**src/rtl/serial_word_receiver_if.sv**
```systemverilog
// Bundle of the serial-receive and word-output signals of serial_word_receiver.
//   ser_in / ser_valid / ser_sof : serial bit, its qualifier, start-of-frame marker
//   out_data / out_perr          : assembled word and its parity-error flag
//   out_valid / out_ready        : output word handshake
//   busy / overrun / frame_err   : status (frame in progress, dropped word, aborted frame)
// master: the side that drives the serial stream and consumes words.
// slave:  the receiver itself.
interface serial_word_receiver_if #(
    parameter int WIDTH = 8
);
    logic             ser_in;
    logic             ser_valid;
    logic             ser_sof;
    logic [WIDTH-1:0] out_data;
    logic             out_perr;
    logic             out_valid;
    logic             out_ready;
    logic             busy;
    logic             overrun;
    logic             frame_err;

    modport master (
        output ser_in, ser_valid, ser_sof, out_ready,
        input  out_data, out_perr, out_valid, busy, overrun, frame_err
    );

    modport slave (
        input  ser_in, ser_valid, ser_sof, out_ready,
        output out_data, out_perr, out_valid, busy, overrun, frame_err
    );
endinterface

```
**src/rtl/serial_word_receiver.sv**
```systemverilog
// Serial-to-parallel word receiver with even-parity check and a one-word output buffer.
// A frame is WIDTH data bits (first one flagged by ser_sof) followed by one parity bit.
// Ports:
//   clk    : rising-edge clock
//   rst    : synchronous, active-high reset
//   io_bus : serial_word_receiver_if slave modport (serial input, word output, status)
// The interface instance must be built with the same WIDTH as this module.
module serial_word_receiver #(
    parameter int WIDTH     = 8,
    parameter bit MSB_FIRST = 1'b1
) (
    input  logic                   clk,
    input  logic                   rst,
    serial_word_receiver_if.slave  io_bus
);
    localparam int CntW = $clog2(WIDTH + 1);
    localparam logic [CntW-1:0] LastCnt = CntW'(WIDTH);

    typedef enum logic {StIdle, StShift} state_e;

    state_e            r_state;
    logic [CntW-1:0]   r_cnt;
    logic [WIDTH-1:0]  r_shift;
    logic              r_par;
    logic [WIDTH-1:0]  r_out_data;
    logic              r_out_perr;
    logic              r_out_valid;
    logic              r_overrun;
    logic              r_frame_err;

    logic [WIDTH-1:0]  w_shift_next;
    logic [WIDTH-1:0]  w_shift_first;
    logic              w_buf_free;
    logic              w_perr;

    // MSB-first streams enter at the LSB and move up; LSB-first streams enter at the MSB
    // and move down, so after WIDTH bits the first bit sits at its final position.
    assign w_shift_next  = MSB_FIRST ? {r_shift[WIDTH-2:0], io_bus.ser_in}
                                     : {io_bus.ser_in, r_shift[WIDTH-1:1]};
    assign w_shift_first = MSB_FIRST ? {{(WIDTH-1){1'b0}}, io_bus.ser_in}
                                     : {io_bus.ser_in, {(WIDTH-1){1'b0}}};

    // The buffer can take a word if empty or being drained this very cycle.
    assign w_buf_free = !r_out_valid || io_bus.out_ready;
    // r_par is the running XOR of the data bits; folding in the parity bit gives the error.
    assign w_perr     = r_par ^ io_bus.ser_in;

    always_ff @(posedge clk) begin
        if (rst) begin
            r_state     <= StIdle;
            r_cnt       <= '0;
            r_shift     <= '0;
            r_par       <= 1'b0;
            r_out_data  <= '0;
            r_out_perr  <= 1'b0;
            r_out_valid <= 1'b0;
            r_overrun   <= 1'b0;
            r_frame_err <= 1'b0;
        end else begin
            r_overrun   <= 1'b0;
            r_frame_err <= 1'b0;

            if (r_out_valid && io_bus.out_ready) begin
                r_out_valid <= 1'b0;
            end

            if (io_bus.ser_valid) begin
                case (r_state)
                    StIdle: begin
                        if (io_bus.ser_sof) begin
                            r_shift <= w_shift_first;
                            r_par   <= io_bus.ser_in;
                            r_cnt   <= CntW'(1);
                            r_state <= StShift;
                        end
                    end
                    StShift: begin
                        if (io_bus.ser_sof) begin
                            // New start of frame wins over any partial frame, even on the
                            // parity-bit slot.
                            r_shift     <= w_shift_first;
                            r_par       <= io_bus.ser_in;
                            r_cnt       <= CntW'(1);
                            r_frame_err <= 1'b1;
                        end else if (r_cnt == LastCnt) begin
                            if (w_buf_free) begin
                                // Overrides the drain-clear above when loading on a handshake.
                                r_out_data  <= r_shift;
                                r_out_perr  <= w_perr;
                                r_out_valid <= 1'b1;
                            end else begin
                                r_overrun <= 1'b1;
                            end
                            r_cnt   <= '0;
                            r_state <= StIdle;
                        end else begin
                            r_shift <= w_shift_next;
                            r_par   <= r_par ^ io_bus.ser_in;
                            r_cnt   <= r_cnt + CntW'(1);
                        end
                    end
                    default: r_state <= StIdle;
                endcase
            end
        end
    end

    assign io_bus.out_data  = r_out_data;
    assign io_bus.out_perr  = r_out_perr;
    assign io_bus.out_valid = r_out_valid;
    assign io_bus.busy      = (r_state == StShift);
    assign io_bus.overrun   = r_overrun;
    assign io_bus.frame_err = r_frame_err;
endmodule

```
**src/flat_wrapper.sv**
```systemverilog
// flat-port wrapper written by rule: the top's interface ports become plain ports
module serial_word_receiver_flat 
#(
    parameter int WIDTH     = 8,
    parameter bit MSB_FIRST = 1'b1
)
  (clk, rst, io_bus_ser_in, io_bus_ser_valid, io_bus_ser_sof, io_bus_out_ready, io_bus_out_data, io_bus_out_perr, io_bus_out_valid, io_bus_busy, io_bus_overrun, io_bus_frame_err);
  serial_word_receiver_if #(.WIDTH(WIDTH)) io_bus_i ();
  input  logic clk;
  input  logic rst;
  input wire logic [$bits(io_bus_i.ser_in)-1:0] io_bus_ser_in;
  input wire logic [$bits(io_bus_i.ser_valid)-1:0] io_bus_ser_valid;
  input wire logic [$bits(io_bus_i.ser_sof)-1:0] io_bus_ser_sof;
  input wire logic [$bits(io_bus_i.out_ready)-1:0] io_bus_out_ready;
  output wire logic [$bits(io_bus_i.out_data)-1:0] io_bus_out_data;
  output wire logic [$bits(io_bus_i.out_perr)-1:0] io_bus_out_perr;
  output wire logic [$bits(io_bus_i.out_valid)-1:0] io_bus_out_valid;
  output wire logic [$bits(io_bus_i.busy)-1:0] io_bus_busy;
  output wire logic [$bits(io_bus_i.overrun)-1:0] io_bus_overrun;
  output wire logic [$bits(io_bus_i.frame_err)-1:0] io_bus_frame_err;
  assign io_bus_i.ser_in = io_bus_ser_in;
  assign io_bus_i.ser_valid = io_bus_ser_valid;
  assign io_bus_i.ser_sof = io_bus_ser_sof;
  assign io_bus_i.out_ready = io_bus_out_ready;
  assign io_bus_out_data = io_bus_i.out_data;
  assign io_bus_out_perr = io_bus_i.out_perr;
  assign io_bus_out_valid = io_bus_i.out_valid;
  assign io_bus_busy = io_bus_i.busy;
  assign io_bus_overrun = io_bus_i.overrun;
  assign io_bus_frame_err = io_bus_i.frame_err;
  serial_word_receiver #(.WIDTH(WIDTH), .MSB_FIRST(MSB_FIRST)) u_core (.clk(clk), .rst(rst), .io_bus(io_bus_i));
endmodule
```
**config.mk**
```make
export PLATFORM = sky130hd
export DESIGN_NAME = serial_word_receiver_flat
export DESIGN_NICKNAME = d
export VERILOG_FILES = /design/src/rtl/serial_word_receiver_if.sv /design/src/rtl/serial_word_receiver.sv /design/src/flat_wrapper.sv
export SDC_FILE = /design/constraint.sdc
export NUM_CORES = 1
export LEC_CHECK = 0
export CORE_AREA = 2 2 52 54
export CTS_CLUSTER_DIAMETER = 40
export DETAILED_ROUTE_END_ITERATION = 12
export DIE_AREA = 0 0 54 56
export PLACE_DENSITY = 0.75
export SLEW_MARGIN = 5
export SYNTH_ARGS = -nofsm -noshare
export SYNTH_HDL_FRONTEND = slang
export SYNTH_SLANG_ARGS = --single-unit
```
**constraint.sdc**
```tcl
create_clock -name clk -period 2.03 [get_ports clk]
set_clock_uncertainty 0.05 [all_clocks]
set_input_delay 0.406 -clock clk [delete_from_list [all_inputs] [get_ports clk]]
set_output_delay 0.406 -clock clk [all_outputs]
set_load 0.1 [all_outputs]
```
**Word level (Yosys, flattened, before mapping)**

Index checks and enable logic that the tools add are counted.

- Output and inout bits: 13
- Bits in registers: 26

- Muxes and demuxes: 23
- Reductions and logical operators: 8
- Add/subtract/negate cells: 1
- Bitwise logic cells: 5
- Equal/unequal tests: 3

Operator list:

| kind | count |
|---|---|
| two-way mux 8 bit | 3 |
| one-hot mux 8 bit (2 select lines) | 1 |
| two-way mux 1 bit | 13 |
| two-way mux 4 bit | 3 |
| one-hot mux 4 bit (2 select lines) | 1 |
| AND reduction 5 bit | 1 |
| OR reduction 5 bit | 1 |
| adder 4 x 1 -> 4 bit (second input constant) | 1 |
| equality test 4 bit (second input constant) | 1 |
| inverter 1 bit | 4 |
| one-hot mux 1 bit (2 select lines) | 2 |
| inequality test 3 bit (second input constant) | 1 |
| AND reduction 3 bit | 1 |
| OR reduction 3 bit | 1 |
| inequality test 2 bit (second input constant) | 1 |
| AND reduction 2 bit | 1 |
| logical AND 1 bit | 1 |
| zero test 1 bit | 1 |
| logical OR 1 bit | 1 |
| XOR 1 bit | 1 |

**Logic depth before layout (Yosys ltp)**

Gate-level depths: netlist (run 1).

- Depth in word-level cells: 7
- Mapped depth: 6
- Depth with buffers taken out: 5

**Least setup slack after synthesis (run 1)**

Ideal clock, no wire load.

- Path kind: flip-flop to flip-flop
- Start point: register u_core.r_state, in the netlist u_core.io_bus.busy
- End point: register u_core.r_out_perr, in the netlist u_core.io_bus.out_perr
- Setup slack: -236 ps
- Arrival time: 2095 ps
- Buffers on the path: 2
- Period minus slack after synthesis: 2266 ps
- Stages on the path, launching flop included: 6
- Path through: dfxtp_1 nor2b_4 buf_6 and4_4 buf_12 mux2_4

- Word-level cells in the longest chain between the ends: 1

RTL lines:

| item | line | source |
|---|---|---|
| start, declared | serial_word_receiver.sv:21 | `state_e r_state;` |
| start signal, assigned | serial_word_receiver.sv:50 | `r_state <= StIdle;` |
| start signal, assigned | serial_word_receiver.sv:74 | `r_state <= StShift;` |
| start signal, assigned | serial_word_receiver.sv:95 | `r_state <= StIdle;` |
| AND reduction 5 bit (no line) | n/a |  |
| end signal, assigned | serial_word_receiver.sv:89 | `r_out_perr <= w_perr;` |
| end, declared | serial_word_receiver.sv:26 | `logic r_out_perr;` |

Every way passes these cells.
A chain may end at the register's enable or synchronous reset.

**Final worst setup path (run 1)**

- Start point: register u_core.r_cnt[0]
- End point: register u_core.r_out_data[3], in the netlist u_core.io_bus.out_data[3]

- Word-level cells in the longest chain between the ends: 2

RTL lines:

| item | line | source |
|---|---|---|
| start, declared | serial_word_receiver.sv:22 | `logic [CntW-1:0] r_cnt;` |
| start signal, assigned | serial_word_receiver.sv:73 | `r_cnt <= CntW'(1);` |
| start signal, assigned | serial_word_receiver.sv:83 | `r_cnt <= CntW'(1);` |
| start signal, assigned | serial_word_receiver.sv:99 | `r_cnt <= r_cnt + CntW'(1);` |
| equality test 4 bit | serial_word_receiver.sv:85 | `end else if (r_cnt == LastCnt) begin` |
| AND reduction 5 bit (no line) | n/a |  |
| end signal, assigned | serial_word_receiver.sv:88 | `r_out_data <= r_shift;` |
| end, declared | serial_word_receiver.sv:25 | `logic [WIDTH-1:0] r_out_data;` |

Every way passes these cells.

==> summary.txt, run 1 <==
Status: completed
Die Wd: 54 um
TritonCTS clock tree: yes
Setup TNS: 0 ns
PortBufs: 18
Post-Syn Instances: 131
Mapped Area: 1220 sq um
Worst-Skew Late Latency: 0.32 ns
Mean Syn Cell Area: 9.28 sq um
Worst-case reg-to-reg path depth: 6
Dpl cells: 176
Avg WL per Cell: 13.8 um
Postcts setup bufs: 0
Via density: 5.56
Reg2Reg Launch Point: u_core.r_cnt[0]
Initial core utilization: 50.0%
Synth unique cells: 33
Congestion Overflow GR: 0
Vias in the first global route: 898
Gpl congestion: 0.803
RR Endpoint: u_core.io_bus.out_data[3]
Hold Vio Cnt, Final: 0
WP depth: 6
Crit end category: flop
Overall routing resource usage: 17.4%
Met1 Use GR: 23.6%
Global routing's busiest layer: met2
Leak pwr: 0.000512 uW
CTS Buf Count: 3
Period utilization: 81.4%
Pre-CTS WS: 0.0739 ns
Antenna violations before repair: 0
Hold crit path type: flop to flop
Crit-path max FO: 8
Synth warn: 0
Seq/Total Area, Yosys: 42.8%
Dpl hpwl: 1770 um
Max-slew violation count: 0
CTS Root Cell: clkbuf_4
R2R Setup Slk: 0.38 ns
Worst Setup EP: u_core.io_bus.out_data[3]
Total Power: 974 uW
Maximum operating frequency: 0.605 GHz
Worst slew pin tran: 0.420 ns
Syn Nets: 139
Power Density: 668 nW/um^2
Final wirelength: 2480 um
Most frequent cells in the layout: dfxtp_1 (25), buf_4 (20), nand2b_1 (18)
CTS sink cnt: 26
Die area: 3020 sq um
Area Overhead vs Synth: 19.9%
Max stage delay on crit path: 0.36 ns
Via count: 1001
Tmin final: 1.65 ns
H-tree depth: 1
CP arrival: 1.86 ns
IO Count: 19
Hold-fix buffers, CTS: 0
Max Cap Violations: 0
Peak VDD IR: 0.428 mV
Worst slew margin: 71.9%
Clock Tree Buf Depth: 2
DRT antenna net count: 0
Cells along the critical path: inv_1 -> ha_1 -> and3b_1 -> and4_4 -> buf_4 -> mux2i_1
Nets: 159
Residual DRC: 0
Met2 Resource Use GR: 27.9%
First-pass GRT wire length: 3990 um
#FFs+latches synth: 26
Fin util: 59.9%
RSZ-0062 raised after global routing: false
Hold Crit Depth: 2
Core area: 2430 sq um
Crit start category: flop
Reg clk slew, reported paths: 0.14 ns
Fraction of layout cells with a size suffix above 1: 20.7%
Final non-filler cell total: 180
Initial drt markers: 20
Placement row count: 18
Delay-heaviest family, CP: simple AND/OR/NAND/NOR gates
Pin count of the biggest net entering global routing: 18
Crit Path Category: flop to flop
Most common cell after layout, fill and taps aside: dfxtp_1
Post-layout worst setup margin: 0.378 ns
Resized cells post-CTS: 0
Critical path startpoint: u_core.r_cnt[0]
Drt first pass iters: 4
Met3 Usage GRT: 2.42%
Number of buffers and inverters on the critical path: 2
Final setup viols: 0
Die Height: 56 um
Ant. Diodes: 0
Worst endpoint required time: 2.24 ns
Critical-path top delay cell: dfxtp_1
layer usage:
layer  up-vias  wire length, um
li1        499                -
met1       469             1180
met2        29             1160
met3         4              109
met4         0               31
met5         -                0
cell type report:
type                            count  area [sq um]
Clock inverter                      1          30.0
Timing Repair Buffer               26           220
Multi-Input combinational cell     92           618
Tap cell                           30          37.5
Clock buffer                        3          22.5
Fill cell                         209           975
Sequential cell                    26           522
Inverter                            2          7.51
Yosys cell counts (all sizes together):
| cell | n | area [sq um] |
|---|---|---|
| and4bb | 1 | 12.5 |
| nand4b | 1 | 8.76 |
| a21oi | 13 | 65.1 |
| o21a | 1 | 7.51 |
| and4 | 1 | 11.3 |
| nand4bb | 1 | 11.3 |
| buf | 7 | 55.1 |
| a21boi | 2 | 15.0 |
| mux2i | 8 | 80.1 |
| mux2 | 2 | 26.3 |
| nand3 | 4 | 20.0 |
| xnor2 | 1 | 8.76 |
| inv | 2 | 7.51 |
| nor2b | 4 | 32.5 |
| nor3 | 1 | 5.00 |
| nor2 | 3 | 11.3 |
| nand2b | 18 | 113 |
| a31oi | 1 | 6.26 |
| clkbuf | 4 | 15.0 |
| o21ai | 12 | 60.1 |
| nand3b | 2 | 15.0 |
| dfxtp | 26 | 521 |
| or3 | 2 | 12.5 |
| nand2 | 3 | 11.3 |
| nand4 | 7 | 43.8 |
| and3b | 1 | 8.76 |
| ha | 2 | 25.0 |
| nor3b | 1 | 7.51 |
power breakdown:
part | switching, uW | internal, uW
clock network | 157 | 200
registers | 7.81 | 517
logic | 50.0 | 41.8
total | 215 | 758
registers in the layout, indices dropped and copies added (netlist names):
register / cells
u_core.io_bus.busy: 1
u_core.io_bus.frame_err: 1
u_core.io_bus.out_data: 8
u_core.io_bus.out_perr: 1
u_core.io_bus.out_valid: 1
u_core.io_bus.overrun: 1
u_core.r_cnt: 4
u_core.r_par: 1
u_core.r_shift: 8
how the worst min path moves through the flow:
stage	from	to	slack, ns
floorplan	u_core.r_shift[7]	u_core.io_bus.out_data[7]	0.40
detailed placement	u_core.io_bus.out_data[4]	u_core.io_bus.out_data[4]	0.42
finish	u_core.io_bus.out_data[4]	u_core.io_bus.out_data[4]	0.43
CTS	u_core.io_bus.out_data[4]	u_core.io_bus.out_data[4]	0.43
global route	u_core.io_bus.out_data[4]	u_core.io_bus.out_data[4]	0.45
global placement	u_core.io_bus.out_data[4]	u_core.io_bus.out_data[4]	0.41
metrics by stage:
stage,hold slack (ns),instance area [sq um]
after global routing,0.445,1460
after floorplan,0.399,1220
after CTS,0.435,1460
after detailed placement,0.415,1410
after global placement,0.410,1410
final,0.431,1460
worst min-delay path, delay by kind of cell (launching register included):
kind,cells,cell delay [ns]
DFF,1,0.34
and+or+nand+nor,1,0.06
muxes,1,0.05
cells by family after synthesis:
family / Yosys count / synth area share [%]
AO/OA/AOI/OAI: 29 / 12.7
XOR/XNOR: 1 / 0.720
adder cells (fa/ha/maj): 2 / 2.06
buffers and inverters: 13 / 6.38
flip-flops: 26 / 42.8
multiplexers: 10 / 8.74
AND/OR/NAND/NOR: 50 / 26.6
No activity file was read; power rests on OpenSTA's default activity.
==> run 2, diff against run 1 <==
Clock period 2.03 ns to 1.6 ns, I/O delays scaled along.
==> run 2 against run 1 <==
Compared with the run above: register-to-register slack lost 0.30 ns; via count grew 3.8%; non-clock buffer count grew 5; first-iteration DRC count is the same; critical endpoint is now u_core.io_bus.out_data[2]; combinational power grew 40%; design area grew 15%; fmax grew 8.5%; utilization grew 9.1 points; highest routed layer unchanged; global-route usage grew 1.6 points; hold slack gained 0.0085 ns.
==> summary.txt, run 2 (synthesized netlist as in run 1, its figures left out) <==
Status: completed
Max Cap Violations: 0
Initial core utilization: 50.0%
Placement row count: 18
Tmin final: 1.52 ns
Dpl cells: 180
Crit start category: flop
Number of buffers and inverters on the critical path: 2
CTS sink cnt: 26
Via count: 1039
Setup TNS: 0 ns
Antenna violations before repair: 0
Nets: 164
Die area: 3020 sq um
Hold crit path type: flop to flop
Clk pwr share: 36.2%
Final wirelength: 2510 um
Hold Vio Cnt, Final: 0
Drt first pass iters: 4
Comb pwr share: 10.3%
Ant. Diodes: 0
Critical-path top delay cell: dfxtp_2
Max-slew violation count: 0
Clock Tree Buf Depth: 2
Pin count of the biggest net entering global routing: 25
Period utilization: 95.2%
Final non-filler cell total: 185
Dpl hpwl: 1870 um
Total Power: 1250 uW
Vias in the first global route: 1021
Overall routing resource usage: 19.0%
Gpl congestion: 0.875
Core area: 2430 sq um
Crit Path Category: flop to flop
Most common cell after layout, fill and taps aside: dfxtp_1
CTS Buf Count: 3
Peak VDD IR: 0.592 mV
TritonCTS clock tree: yes
Crit end category: flop
Switching power: 273 uW
Share of power burned in registers: 53.4%
Die Height: 56 um
Fraction of layout cells with a size suffix above 1: 26.5%
Die Wd: 54 um
IO Count: 19
First-pass GRT wire length: 4460 um
Maximum operating frequency: 0.657 GHz
Avg WL per Cell: 13.6 um
PortBufs: 18
Worst slew pin tran: 0.290 ns
Leak pwr: 0.000573 uW
Via density: 5.62
CTS Root Cell: clkbuf_4
Placed instance area: 1600 sq um
Worst slew margin: 80.6%
Internal Power: 973 uW
Switching share of power: 21.9%
Power Density: 742 nW/um^2
Finished Cell Area: 1680 sq um
Crit-path max FO: 8
CP arrival: 1.73 ns
Hold-fix buffers, CTS: 0
Delay-heaviest family, CP: simple AND/OR/NAND/NOR gates
Initial drt markers: 20
Worst endpoint required time: 1.81 ns
Cells along the critical path: inv_1 -> ha_4 -> and3b_2 -> and4_4 -> buf_12 -> mux2i_1
Residual DRC: 0
Congestion Overflow GR: 0
Max stage delay on crit path: 0.36 ns
Area Overhead vs Synth: 38.0%
Most frequent cells in the layout: dfxtp_1 (22), nand2b_1 (18), buf_12 (14)
Worst-Skew Late Latency: 0.32 ns
Reg clk slew, reported paths: 0.14 ns
Final setup viols: 0
DRT antenna net count: 0
H-tree depth: 1
==> run 2: cell types whose count changed in the layout (fill, tap and decap cells not counted), sizes merged <==
cell and change:
buf +5
==> run 2: routing by layer <==
metal,track usage [%],wire length [um]
met2,30.1,1270
met1,25.3,1120
met5,0,0
met4,6.79,15
met3,3.23,116
==> run 2: per-stage QoR <==
step / hold WS, ns / utilization, % / worst slack [ns]
2_1_floorplan: 0.399 / - / -0.0607
3_3_place_gp: 0.414 / 65.8 / -0.176
3_5_place_dp: 0.427 / 65.8 / -0.249
4_1_cts: 0.446 / 68.2 / 0.0104
5_1_grt: 0.467 / 69.0 / -0.0140
6_report: 0.440 / 69.0 / 0.0774
==> run 2: layout make-up <==
| cell class | count | area (sq um) |
|---|---|---|
| fill | 187 | 754 |
| multi-input combinational | 92 | 632 |
| sequential | 26 | 528 |
| timing repair buffer | 31 | 420 |
| tap | 30 | 37.5 |
| clock inverter | 1 | 30.0 |
| clock buffer | 3 | 22.5 |
| inverter | 2 | 7.51 |
==> run 2: worst paths after layout <==
check             slack [ns]  depth (start not counted)              start                         to
setup reg to reg        0.08                          6    u_core.r_cnt[0]  u_core.io_bus.out_data[2]
hold reg to reg         0.44                          2  u_core.r_shift[7]  u_core.io_bus.out_data[7]
setup / recovery        0.08                          6    u_core.r_cnt[0]  u_core.io_bus.out_data[2]
hold / removal          0.44                          2  u_core.r_shift[7]  u_core.io_bus.out_data[7]
==> run 2: repair_timing <==
action                     4_1_cts  5_1_grt
setup buffers                    0        1
gates resized for setup          2        3
cloned                           0        0
pin swaps                        1        1
setup endpoints to repair        1        9
==> run 2: power by group through the flow <==
stage               Clock, uW  Sequential, uW  Combinational, uW
floorplan                   0             690               62.9
global placement            0             679                117
detailed placement          0             679                121
CTS                       463             666                122
global route              488             667                140
finish                    451             666                129
==> run 2: worst min-delay path, cell delays in order, from the launching register on <==
cell and delay [ns]:
dfxtp_1 0.34, nand2b_1 0.06, mux2i_1 0.06
==> run 3, diff against run 2 <==
Settings changed: CAP_MARGIN set to 20, CELL_PAD_IN_SITES_DETAIL_PLACEMENT set to 0, CELL_PAD_IN_SITES_GLOBAL_PLACEMENT set to 1, CORE_AREA 2 2 52 54 to 2 2 59 61, DIE_AREA 0 0 54 56 to 0 0 61 63, PLACE_DENSITY 0.75 to not set, PLACE_DENSITY_LB_ADDON set to 0.1.
==> run 3 against run 2 <==
Compared with the run above: utilization shrank 16 points; combinational power up 5%; die area grew 27%; critical path depth shrank 1; fmax is 1.3% higher; sequential share of layout area decreased by 0.63 points; sequential power barely moved; register-to-register slack better by 0.02 ns; first-iteration DRC count grew 60%; design area up 1.6%; clock-buffer cell count up 1; critical endpoint is now u_core.io_bus.out_perr; largest power group unchanged.
==> summary.txt, run 3 (synthesized netlist as in run 1, its figures left out) <==
Hold Slack: 0.436 ns
TritonCTS clock tree: yes
Post-layout worst setup margin: 0.0970 ns
Maximum operating frequency: 0.665 GHz
Postcts setup bufs: 0
PortBufs: 18
CP arrival: 1.68 ns
Leak pwr: 0.000584 uW
Tmin final: 1.50 ns
H-tree depth: 1
Critical path startpoint: u_core.r_cnt[0]
Via density: 5.06
Cells along the critical path: inv_1 -> ha_1 -> and3b_1 -> and4_4 -> mux2_4
Switching power: 274 uW
Hold Vio Cnt, Final: 0
WP depth: 5
CTS sink cnt: 26
Placed instance area: 1660 sq um
Via count: 1027
Worst Setup EP: u_core.io_bus.out_perr
RR Endpoint: u_core.io_bus.out_perr
Most common cell after layout, fill and taps aside: dfxtp_1
Total Power: 1190 uW
Crit end category: flop
Clock Tree Buf Depth: 2
Initial drt markers: 32
Worst-Skew Late Latency: 0.32 ns
Dpl hpwl: 1770 um
Internal Power: 913 uW
Residual DRC: 0
DRT antenna net count: 0
Resized cells post-CTS: 0
Status: completed
Period utilization: 93.9%
Ant. Diodes: 0
Number of buffers and inverters on the critical path: 1
Worst-case reg-to-reg path depth: 5
Antenna violations before repair: 0
Overall routing resource usage: 13.9%
Congestion Overflow GR: 0
Filler cells: 303
Die area: 3840 sq um
Drt first pass iters: 4
Die Wd: 61 um
Fraction of layout cells with a size suffix above 1: 24.8%
First-pass GRT wire length: 4180 um
Final setup viols: 0
Worst endpoint required time: 1.78 ns
Share of power burned in registers: 56.0%
R2R Setup Slk: 0.1 ns
Clk pwr share: 32.6%
Worst slew pin tran: 0.332 ns
Nets: 166
Hold crit path type: flop to flop
Final wirelength: 2550 um
CTS Buf Count: 3
Max-slew violation count: 0
Finished Cell Area: 1700 sq um
Switching share of power: 23.1%
Area Overhead vs Synth: 40.1%
Most frequent cells in the layout: dfxtp_1 (24), nand2b_1 (18), buf_12 (15)
Gpl congestion: 0.774
Critical-path top delay cell: dfxtp_1
Placement row count: 21
Crit Path Category: flop to flop
Hold-fix buffers, CTS: 0
Initial core utilization: 37.6%
Reg2Reg Launch Point: u_core.r_cnt[0]
Max Cap Violations: 0
Avg WL per Cell: 12.5 um
Core area: 3230 sq um
Reg clk slew, reported paths: 0.14 ns
RSZ-0062 raised after global routing: false
Crit start category: flop
Die Height: 63 um
Comb pwr share: 11.5%
IO Count: 19
Crit-path max FO: 3
Max stage delay on crit path: 0.34 ns
Pin count of the biggest net entering global routing: 37
Pre-CTS WS: -0.232 ns
Peak VDD IR: 0.652 mV
Vias in the first global route: 913
Worst slew margin: 77.8%
CTS Root Cell: clkbuf_4
Power Density: 696 nW/um^2
Delay-heaviest family, CP: simple AND/OR/NAND/NOR gates
[run 3: cell count changes in the layout (fill, tap and decap cells not counted), sizes merged]
cell	delta
bufinv	-1
buf	+2
clkbuf	+1
[run 3: power by group through the flow]
stage               clock network [uW]  logic, uW  registers, uW
floorplan                            0       62.9            690
detailed placement                   0        135            678
finish                             387        136            664
global route                       416        147            665
global placement                     0        134            678
CTS                                399        136            664
[run 3: final cells by class]
class / instances / area (sq um) / share of cell area, %
Timing Repair Buffer: 33 / 448 / 26.3
Inverter: 2 / 7.51 / 0.441
Sequential cell: 26 / 526 / 30.8
Multi-Input combinational cell: 92 / 618 / 36.3
Tap cell: 46 / 57.6 / 3.38
Clock buffer: 4 / 47.5 / 2.79
[run 3: worst min-delay path by stage]
stage | slack, ns | start | cells after the start | end
2_1_floorplan | 0.40 | u_core.r_shift[7] | 2 | u_core.io_bus.out_data[7]
3_3_place_gp | 0.42 | u_core.r_shift[7] | 2 | u_core.r_shift[7]
3_5_place_dp | 0.42 | u_core.r_shift[7] | 2 | u_core.r_shift[7]
4_1_cts | 0.44 | u_core.r_shift[7] | 2 | u_core.r_shift[7]
5_1_grt | 0.47 | u_core.r_shift[7] | 2 | u_core.io_bus.out_data[7]
6_report | 0.44 | u_core.r_shift[7] | 2 | u_core.io_bus.out_data[7]
[run 3: metrics by stage]
step           utilization (%)  std cells  TNS (ns)
6_report                  52.7        203         0
3_5_place_dp              51.3        199     -3.58
3_3_place_gp              51.3        199     -2.62
2_1_floorplan                -        131   -0.0607
5_1_grt                   52.7        203         0
4_1_cts                   52.7        203         0
[run 3: worst register-to-register path: stages, from the launching register on]
cell and delay, ns:
dfxtp_1 0.34, inv_1 0.09, ha_1 0.17, and3b_1 0.21
and4_4 0.26, mux2_4 0.30
[run 3: layer usage]
metal | part of all wire [%] | GRT usage [%] | routed length [um]
met3 | 3.4 | 3.73 | 86
met4 | 0.67 | 1.63 | 17
met1 | 52 | 20.8 | 1330
met5 | 0 | 0 | 0
met2 | 44 | 20.6 | 1120
